### config.mk
export PLATFORM = sky130hd
export DESIGN_NAME = mem_arbiter
export DESIGN_NICKNAME = d
export VERILOG_FILES = /design/src/rtl/mem_arbiter_pkg.sv /design/src/rtl/rr_arb2.sv /design/src/rtl/mem_arbiter.sv
export SDC_FILE = /design/constraint.sdc
export NUM_CORES = 1
export LEC_CHECK = 0
export CORE_MARGIN = 1.5
export CORE_UTILIZATION = 39
export DETAILED_ROUTE_END_ITERATION = 10
export PLACE_DENSITY = 0.95
export SLEW_MARGIN = 5
export SYNTH_ARGS = -nofsm -noshare
export SYNTH_HDL_FRONTEND = slang
export SYNTH_SLANG_ARGS = --single-unit
### constraint.sdc
create_clock -name clk -period 3.3 [get_ports clk]
set_input_delay 0.495 -clock clk [delete_from_list [all_inputs] [get_ports clk]]
set_output_delay 0.495 -clock clk [all_outputs]
set_load 0.02 [all_outputs]
### src/rtl/mem_arbiter_pkg.sv
// Shared types and constants for the data-memory arbiter and the memory-access stage.
package mem_arbiter_pkg;

  typedef enum logic [1:0] {
    IDLE = 2'd0,
    MEM  = 2'd1,
    WAIT = 2'd2,
    RESP = 2'd3
  } state_e;

  localparam logic [6:0] LOAD  = 7'b0000011;
  localparam logic [6:0] STORE = 7'b0100011;

  // Word-aligned and inside a memory of `size` 32-bit words.
  function automatic logic addr_legal(input logic [31:0] addr, input int unsigned size);
    return (addr[1:0] == 2'b00) && ({2'b00, addr[31:2]} < size);
  endfunction

endpackage

### src/rtl/rr_arb2.sv
// Two-way round-robin grant: a lone requester wins, a tie goes to the one not served last.
module rr_arb2 (
  input  logic [1:0] req_valid,
  input  logic       last_grant,
  output logic       grant,
  output logic       any
);

  always_comb begin
    any = |req_valid;
    case (req_valid)
      2'b10:   grant = 1'b1;
      2'b11:   grant = ~last_grant;
      default: grant = 1'b0;
    endcase
  end

endmodule

### src/rtl/mem_arbiter.sv
// Shares a single-ported synchronous-read data memory between the load/store path (0)
// and the debug/program loader (1), one transaction at a time.
module mem_arbiter
  import mem_arbiter_pkg::*;
#(
  parameter int SIZE   = 128,
  parameter int ADDR_W = 7
) (
  input  logic              clk,
  input  logic              rst,
  input  logic [1:0]        req_valid,
  output logic [1:0]        req_ready,
  input  logic [31:0]       req_addr0,
  input  logic [31:0]       req_addr1,
  input  logic [31:0]       req_wdata0,
  input  logic [31:0]       req_wdata1,
  input  logic [1:0]        req_we,
  output logic [1:0]        resp_valid,
  input  logic [1:0]        resp_ready,
  output logic [31:0]       resp_rdata,
  output logic              resp_err,
  output logic              mem_en,
  output logic              mem_we,
  output logic [ADDR_W-1:0] mem_addr,
  output logic [31:0]       mem_wdata,
  input  logic [31:0]       mem_rdata
);

  state_e              state, state_nx;
  logic                owner, last_grant;
  logic [6:0]          op;
  logic [ADDR_W-1:0]   idx;
  logic [31:0]         wdata, rdata;
  logic                err;

  logic                grant, any, handshake, legal, sel_we;
  logic [31:0]         sel_addr, sel_wdata;

  rr_arb2 u_arb (
    .req_valid  (req_valid),
    .last_grant (last_grant),
    .grant      (grant),
    .any        (any)
  );

  // NOTE: every signal written here gets a default first, so no path leaves one unassigned
  // and no latch is inferred.
  always_comb begin
    sel_addr  = grant ? req_addr1  : req_addr0;
    sel_wdata = grant ? req_wdata1 : req_wdata0;
    sel_we    = req_we[grant];
    legal     = addr_legal(sel_addr, SIZE);
    handshake = (state == IDLE) && any;

    state_nx = state;
    case (state)
      IDLE:    if (handshake) state_nx = legal ? MEM : RESP;
      MEM:     state_nx = (op == STORE) ? RESP : WAIT;
      WAIT:    state_nx = RESP;
      RESP:    if (resp_ready[owner]) state_nx = IDLE;
      default: state_nx = IDLE;
    endcase
  end

  // req_ready is combinational, so it is gated by rst to read 0 while reset is held.
  always_comb begin
    req_ready = 2'b00;
    if (handshake && rst) req_ready[grant] = 1'b1;

    mem_en    = (state == MEM);
    mem_we    = mem_en && (op == STORE);
    mem_addr  = idx;
    mem_wdata = wdata;

    resp_valid = 2'b00;
    if (state == RESP) resp_valid[owner] = 1'b1;
    resp_rdata = (state == RESP) ? rdata : '0;
    resp_err   = (state == RESP) && err;
  end

  // NOTE: state and captured registers update with non-blocking assignments so every
  // flop samples the pre-edge values.
  always_ff @(posedge clk or negedge rst) begin
    if (!rst) begin
      state      <= IDLE;
      owner      <= 1'b0;
      last_grant <= 1'b1;
      op         <= '0;
      idx        <= '0;
      wdata      <= '0;
      rdata      <= '0;
      err        <= 1'b0;
    end else begin
      state <= state_nx;
      case (state)
        IDLE: if (handshake) begin
          owner      <= grant;
          last_grant <= grant;
          op         <= sel_we ? STORE : LOAD;
          idx        <= sel_addr[ADDR_W+1:2];
          wdata      <= sel_wdata;
          err        <= ~legal;
          rdata      <= '0;
        end
        WAIT:    rdata <= mem_rdata;
        default: ;
      endcase
    end
  end

endmodule

==> reports/metrics.yaml <==
status: "finished, final reports clean"
rows: 35
synth_fp_nets: 511
yosys-top-cells-count: "77 x dfrtp_1, 42 x mux2i_1, 42 x nand2_1"
ys_ff_latch: 78
critPathCaptureType: "output pin"
r2r_start: "state[0]"
worstSetupPathType: "reg2out"
place_congestion: 0.770
num_io_pins: 246
avgViaCountPerCell: 5.03
holdBufCountCts: 0
crit_buf_inv: 2
max_cap_violations: 0
power_density_mw_per_mm2: 783
grt_pass1_wl_um: 17800
io_buffers: 245
antenna_left: 0
max_freq_mhz: 361
p_clk_frac: 0.158
synthFlopType: "dfrtp_1"
hold_violations: 0
setup_viol: 0
post-cts-setup-buffers: 0
grtUsageTotal: 0.226
skew_ps: 8.94
critPathMaxFanout: 11
cts_inserted_buffers: 9
clockBufferDepth: 2
grt_pass1_vias: 3632
fin_crit_sh: 0.840
reg2regPathDepth: 5
cts-htree-levels: 3
cts_tree: "built"
r2r_end: "rdata[29]"
async_flop_share: 1.00
reg2reg_slack_ps: 890
vias: 3564
crit_slowest_cell: "clkdlybuf4s50_1"
yosysWarnings: 0
die_area_mm2: 0.0101
p_leak_nw: 2.74
min_period_ps: 2770
clk_latency_ps: 340
min_path_type: "in2async"
path_clk_slew_ps: 80
swShare: 0.386
synth_area_leader_cell: "dfrtp_1"
cp_cell_sequence: "inv_1 > ha_1 > o21ai_4 > nor3b_1 > clkdlybuf4s50_1"
cp_slowest_stage_delay_ps: 670
final_util: 0.696
crit_arrival_ps: 2280
first_pass_iters: 5
p_sw_mw: 1.94
syn_inst: 339
rsz0062_at_grt: "no"
p_int_mw: 3.09
core_area_mm2: 0.00924
drt-initial-drc-count: 74
report.final.slew_viol_count: 0
wl_per_cell_um: 15.9
netlist.area_leader.share: 0.517
clockRootBuffer: "clkbuf_8"
relSlewSlack: 0.142
grt.overflow.total: 0
netlist_area_mm2: 0.00372
yosysSeqAreaShare: 0.524
synth_area_leaders: "dfrtp_1 52%, mux2i_1 11%, a22o_1 7.8%"
yosysMostFrequentCell: "dfrtp_1"
cp-start-kind: "register"
cp.required_ps: 2800
die_w_um: 101
hpwlAfterDp_um: 8790
setup-tns-final_ps: 0
ctsResizeCount: 0
die_h_um: 101
syn_area_per_cell_um2: 11.0
peakVddDrop_mv: 0.350
area_growth_pct: 72.7
p_seq_frac: 0.324
drive_gt1_frac: 0.0483
cts.sinks: 78
synth_edf_count: 0
path_delay_family: "buffers and inverters"
nNetsFinal: 747
totalWireLength_um: 11300
tightest_slew_ps: 1280
path_depth: 5
drc: 0
antenna_found_initial: 0
diodes: 0
start_util: 0.403
grt_max_degree: 85
power.total_mw: 5.03
synth.distinct_cells: 32
comb_power_share: 0.518
==> per-layer routing <==
layer,vias up,part of all wire,wire length [um],GRT usage
met1,1694,0.40,4500,0.267
li1,1674,-,-,-
met2,168,0.49,5570,0.389
met3,28,0.085,955,0.0700
met4,0,0.024,269,0.0791
met5,-,0,0,0
==> registers in the layout, indices dropped and copies added (netlist names) <==
name / count
mem_addr: 7
err: 1
last_grant: 1
rdata: 32
mem_wdata: 32
owner: 1
state: 2
op: 2
==> layout by cell type (no fill, tap or decap), types with 2 or more instances in the layout <==
master and count:
clkdlybuf4s50_1 244, dfrtp_1 77, mux2i_1 42, nand2_1 42, o21ai_1 39, and2_1 34
a22o_1 33, nor4_1 10, clkbuf_8 9, buf_4 7, o21ai_0 4, ha_1 4
a21oi_1 3, nand4_1 3, inv_1 2, and3_1 2, nor2b_1 2, nor2_1 2
nor3_1 2, clkinv_4 2, bufinv_16 2
==> power groups by stage <==
stage | Clock, mW | Combinational, mW | Sequential [mW]
final | 0.797 | 2.61 | 1.63
after global routing | 0.862 | 2.82 | 1.67
after CTS | 0.817 | 2.64 | 1.63
after detailed placement | 0 | 2.64 | 1.64
after global placement | 0 | 2.54 | 1.62
after floorplan | 0 | 1.24 | 1.87
==> metrics by stage <==
stage               std cells  worst slack (ps)  instance area [um2]  hold slack [ps]
floorplan                 339              1070                 3720              199
global placement          693               682                 6210              418
detailed placement        693               656                 6210              428
CTS                       709               539                 6430             49.6
global route              709               319                 6430             54.1
finish                    709               528                 6430             55.0
==> layout make-up <==
class,instances,area [um2]
repair buffers,251,2490
inverters,2,7.51
well taps,129,161
fillers,658,2810
flip-flops and latches,78,1950
clock inverters,6,93.8
multi-input cells,233,1600
clock buffers,10,128
==> cell families after synthesis <==
logic type / after synthesis / synth area share
compound gates: 85 / 0.154
fa+ha+maj: 4 / 0.0134
buf+inv: 28 / 0.0521
flops: 78 / 0.524
mux: 42 / 0.113
simple gates: 102 / 0.144
==> worst max-delay path by stage <==
| stage | startpoint | end | slack [ps] |
|---|---|---|---|
| finish | state[0] | req_ready[0] | 530 |
| global route | state[0] | req_ready[0] | 320 |
| CTS | state[0] | req_ready[0] | 540 |
| detailed placement | req_valid[1] | req_ready[1] | 660 |
| global placement | req_valid[0] | req_ready[0] | 680 |
| floorplan | state[0] | req_ready[0] | 1070 |
==> worst register-to-register path: stages (launching register included) <==
cell     delay [ps]
dfrtp_1         380
inv_1            90
ha_1            370
nor3b_2         250
nor2b_2         990
a22o_1          270
Power figures use the tool's default switching activity.
==> variant 1: new RTL, same flow settings <==
The parameter `ADDR_W` goes from 7 to 8.
--- a/src/rtl/mem_arbiter.sv
+++ b/src/rtl/mem_arbiter.sv
@@ -5,5 +5,5 @@
 #(
   parameter int SIZE   = 128,
-  parameter int ADDR_W = 7
+  parameter int ADDR_W = 8
 ) (
   input  logic              clk,
Interface: changed (resized mem_addr); port bits go from 246 to 247. No check against the original RTL was run, so the function may have changed too.
==> variant 1 against the unedited design <==
Setup slack got worse by 53 ps. First-iteration DRC count grew 5.4%. Clock power decreased by 4.5%. Synthesized area increased by 1.2%. Power is 0.13% higher. Core utilization increased by 0.12 points. Clock skew hardly changed. Count of clock-buffer cells in the layout is 1 higher. Sequential cell count grew 1. Via count is 0.48% lower. Routed wire length rose by 1.9%. Design area is 0.64% higher.
==> variant 1: results (changes against the unedited design) <==
| Metric | Value |
|---|---|
| Status | complete, no violations (unchanged) |
| # nets final | 752 (was 747) |
| Synth cell types | 32 (unchanged) |
| Routability cong. | 0.970 (was 0.770) |
| CP max FO | 11 (unchanged) |
| Root Driver | clkbuf_8 (unchanged) |
| Worst hold-check path type | flop to flop (was input port to async pin) |
| Clock Skews | 9.03 ps (was 8.94 ps) |
| Warnings from Yosys | 0 (unchanged) |
| Final HPWL DP | 8980 um (was 8790 um) |
| Vias | 3547 (was 3564) |
| PortBufs | 246 (was 245) |
| Slew @ Worst Pin | 1290 ps (was 1280 ps) |
| Post-Place Cell Area | 6260 um2 (was 6210 um2) |
| Top post-synthesis cells by count | dfrtp_1, mux2i_1, nand2_1, o21ai_1, and2_1 (unchanged) |
| Fill cell count | 710 (was 658) |
| LEAKAGE | 2.76 nW (was 2.74 nW) |
| Cts repair resizes | 0 (unchanged) |
| Tot GR Track Use | 0.229 (was 0.226) |
| Num CTS Buffers | 9 (unchanged) |
| Critical Path AT | 2330 ps (was 2280 ps) |
| Share of post-route cells with drive strength above 1 | 0.0444 (was 0.0483) |
| Largest net degree at the start of global routing | 87 (was 85) |
| Clock-pin slew of the registers on the worst-case setup and hold paths | 80 ps (about the same) |
| Pre-CTS setup slack | 642 ps (was 656 ps) |
| Number of H-tree levels | 3 (unchanged) |
| Worst VDD drop | 0.363 mV (was 0.350 mV) |
| Top cells by area, synth | dfrtp_1, mux2i_1, a22o_1 (unchanged) |
| Sequential-to-total area share from yosys stat | 0.525 (was 0.524) |
| Final wirelength | 11500 um (was 11300 um) |
| Max Buffers Root-to-Sink | 2 (unchanged) |
| Diodes inserted | 0 (unchanged) |
| Clock Latency Late Sink | 330 ps |
| Iteration-0 DRC Markers | 78 (was 74) |
| First-pass GRT wire length | 18200 um (was 17800 um) |
| Syn nets | 515 (was 511) |
| Post-synth ARST share | 1.00 (unchanged) |
| DRT Pass-1 Iters | 4 (was 5) |
| Initial antenna violation count | 0 (unchanged) |
| Vias in the first global route | 3653 (was 3632) |
-- variant 1: repair_timing --
item	CTS	global route
hold buffers	1	0
hold endpoints to repair	9	0
buffers inserted	0	0
-- variant 1: path summary, 6_finish.rpt --
kind,from,end,slack [ps],depth (start not counted)
min reg2reg,op[1]$_DFFE_PN0P_,op[1]$_DFFE_PN0P_,460,1
min in group asynchronous,rst,rdata[29]$_DFFE_PN0P_,550,2
max,state[0]$_DFFE_PN0P_,req_ready[0],470,5
min,op[1]$_DFFE_PN0P_,op[1]$_DFFE_PN0P_,460,1
max reg2reg,state[0]$_DFFE_PN0P_,rdata[15]$_DFFE_PN0P_,870,5
max in group asynchronous,rst,rdata[30]$_DFFE_PN0P_,1630,3
-- variant 1: area by class of cell --
type | count | area [um2] | share of cell area
clock buffers | 11 | 131 | 0.0203
clock inverters | 5 | 75.1 | 0.0116
inverters | 2 | 7.51 | 0.00116
multi-input cells | 236 | 1610 | 0.249
flip-flops and latches | 79 | 1980 | 0.306
well taps | 129 | 161 | 0.0249
repair buffers | 252 | 2510 | 0.387
-- variant 1: kinds of logic after synthesis --
family                   after synthesis  share of synthesized area
AO/OA/AOI/OAI                         86                      0.152
adder cells (fa/ha/maj)                4                     0.0133
buffers and inverters                 28                     0.0528
flip-flops                            79                      0.525
multiplexers                          43                      0.114
AND/OR/NAND/NOR                      103                      0.143
-- variant 1: metal layers --
| metal | up-vias | global-route usage | part of all wire |
|---|---|---|---|
| met5 | - | 0 | 0 |
| met4 | 0 | 0.0919 | 0.026 |
| met3 | 22 | 0.0628 | 0.073 |
| met2 | 153 | 0.392 | 0.50 |
| met1 | 1684 | 0.273 | 0.40 |
| li1 | 1688 | - | - |
-- variant 1: metrics by stage --
step                      power, mW  cells   util  hold slack (ps)
after floorplan                3.16    343      -              199
after global placement         4.20    697  0.674              361
after detailed placement       4.31    697  0.674              363
after CTS                      5.09    714  0.697              463
after global routing           5.36    714  0.697              475
final                          5.04    714  0.697              459
-- variant 1: worst max-delay path, stage by stage, from the launching register on --
cell	delay [ps]
dfrtp_1	420
inv_1	130
ha_1	430
o21ai_4	90
nor3b_1	250
clkdlybuf4s50_1	680
-- variant 1: power by group --
part,total [mW],switching (mW),internal (mW),leakage [nW]
logic,2.63,1.35,1.27,1.67
clock network,0.761,0.338,0.424,0.107
registers,1.65,0.243,1.41,0.986
==> variant 2: new RTL, config.mk and constraints unchanged <==
Without the edit above. Re-encode `state_e` (4 states) as Gray code, 2 bits wide.
--- a/src/rtl/mem_arbiter_pkg.sv
+++ b/src/rtl/mem_arbiter_pkg.sv
@@ -3,8 +3,8 @@
 
   typedef enum logic [1:0] {
-    IDLE = 2'd0,
-    MEM  = 2'd1,
-    WAIT = 2'd2,
-    RESP = 2'd3
+    IDLE = 2'b00,
+    MEM  = 2'b01,
+    WAIT = 2'b11,
+    RESP = 2'b10
   } state_e;
 
Behaviour: no difference found for any inputs over 10 cycles, from zero or initial values and one cycle with rst low; not proved beyond that.
==> variant 2 against the unedited design <==
Synthesized area up 7.1%. Power down 17%. Critical path depth decreased by 1. Register-to-register slack better by 520 ps. Core utilization is 1.6 points lower. Routed wire length up 1.6%. Clock skew decreased by 2.6 ps. Design area is 4.3% higher. Sequential cell count unchanged. Setup slack is essentially flat. Worst hold slack better by 440 ps. Largest cell class unchanged. Highest routed layer unchanged.
==> variant 2: results (changes against the unedited design) <==
| Metric | Value |
|---|---|
| Status | complete, no violations (unchanged) |
| Top post-synthesis cells by count | dfrtp_1, nand2_1, nor2_1, mux2i_1, a21oi_2 (was dfrtp_1, mux2i_1, nand2_1, o21ai_1, and2_1) |
| Top cells by area, synth | dfrtp_1, mux2i_1, a21oi_2 (was dfrtp_1, mux2i_1, a22o_1) |
| Routability cong. | 0.779 (was 0.770) |
| Syn nets | 565 (was 511) |
| Vias | 3673 (was 3564) |
| Switch share | 0.365 (was 0.386) |
| Final HPWL DP | 9100 um (was 8790 um) |
| First-pass GRT wire length | 18800 um (was 17800 um) |
| Worst VDD drop | 0.424 mV (was 0.350 mV) |
| Num CTS Buffers | 9 (unchanged) |
| Tot GR Track Use | 0.218 (was 0.226) |
| Post-synth ARST share | 1.00 (unchanged) |
| Clock Skews | 6.38 ps (was 8.94 ps) |
| Clock Latency Late Sink | 330 ps |
| CP max FO | 9 (was 11) |
| Sequential-to-total area share from yosys stat | 0.489 (was 0.524) |
| LEAKAGE | 2.71 nW (was 2.74 nW) |
| Initial antenna violation count | 0 (unchanged) |
| Final Non-Filler Cells | 771 (was 709) |
| Number of H-tree levels | 3 (unchanged) |
| Share of post-route cells with drive strength above 1 | 0.113 (was 0.0483) |
| Slew @ Worst Pin | 1030 ps (was 1280 ps) |
| Slowest cell delay on critical path | 630 ps (was 670 ps) |
| Warnings from Yosys | 0 (unchanged) |
| Vias in the first global route | 3811 (was 3632) |
| Worst hold-check path type | flop to flop (was input port to async pin) |
| Final wirelength | 11500 um (was 11300 um) |
| Root Driver | clkbuf_8 (unchanged) |
| Syn Area/Cell | 10.1 um2 (was 11.0 um2) |
| Largest net degree at the start of global routing | 76 (was 85) |
| Diodes inserted | 0 (unchanged) |
| PortBufs | 245 (unchanged) |
| Fill cell count | 720 (was 658) |
| Post-Place Cell Area | 6460 um2 (was 6210 um2) |
| Clock-pin slew of the registers on the worst-case setup and hold paths | 80 ps (about the same) |
| Top_reg_cell synth | dfrtp_1 (unchanged) |
| Placed cells | 754 (was 693) |
| # nets final | 801 (was 747) |
| Max Buffers Root-to-Sink | 2 (unchanged) |
| Critical-path top delay cell | clkdlybuf4s50_1 (unchanged) |
| DRT Pass-1 Iters | 4 (was 5) |
| CP top delay family | buffers and inverters (unchanged) |
| Synth cell types | 34 (was 32) |
| Buffer count from post-CTS setup fixing | 0 (unchanged) |
| Iteration-0 DRC Markers | 126 (was 74) |
## variant 2: cell types whose count changed after synthesis, sizes merged, moves of 2 or more
cell and delta:
nand2 +25, buf +7, clkbuf -5, o21ai -10
nor2 +42, ha -4, nor3b -2, inv -2
a21oi +38, a22o -32, mux2 +2
## variant 2: cell families after synthesis
family | count (synthesis) | share of synthesized area
DFF | 78 | 0.489
and+or+nand+nor | 168 | 0.205
AOI/OAI and AO/OA | 80 | 0.146
buffers and inverters | 28 | 0.0514
muxes | 43 | 0.108
## variant 2: routing by layer
layer	track usage	part of all wire	up-vias
met2	0.391	0.52	153
met1	0.249	0.40	1702
met4	0.0714	0.014	0
met3	0.0627	0.069	13
li1	-	-	1805
met5	0	0	-
## variant 2: worst paths after layout
kind | start | to | slack, ps | cells past startpoint
max | req_valid[1] | req_ready[1] | 530 | 4
min | op[1]$_DFFE_PN0P_ | op[1]$_DFFE_PN0P_ | 500 | 1
max reg2reg | state[1]$_DFFE_PN0P_ | owner$_DFFE_PN0P_ | 1410 | 4
min reg2reg | op[1]$_DFFE_PN0P_ | op[1]$_DFFE_PN0P_ | 500 | 1
max in group asynchronous | rst | mem_wdata[28]$_DFFE_PN0P_ | 1680 | 3
min in group asynchronous | rst | state[0]$_DFFE_PN0P_ | 510 | 2
## variant 2: final cells by class
class	count	area, um2	share of cell area
clock buffer	10	128	0.0190
clock inverter	6	110	0.0164
multi-input combinational	291	1840	0.274
sequential	78	1950	0.291
tap	133	166	0.0248
timing repair buffer	253	2510	0.374
## variant 2: power by group through the flow
stage	combinational, mW	sequential [mW]	clock, mW
final	1.94	1.39	0.838
after global routing	2.07	1.43	0.914
after CTS	1.96	1.40	0.859
after detailed placement	1.96	1.41	0
after global placement	1.90	1.39	0
after floorplan	0.822	1.67	0
## variant 2: what timing repair did
action | 4_1_cts | 5_1_grt
resized for setup | 0 | 0
hold buffers | 1 | 0
hold endpoints to repair | 3 | 0
## variant 2: through the flow
| step | setup slack (ps) | util |
|---|---|---|
| floorplan | 1510 | - |
| global placement | 566 | 0.655 |
| detailed placement | 507 | 0.655 |
| CTS | 502 | 0.680 |
| global route | 490 | 0.680 |
| finish | 528 | 0.680 |
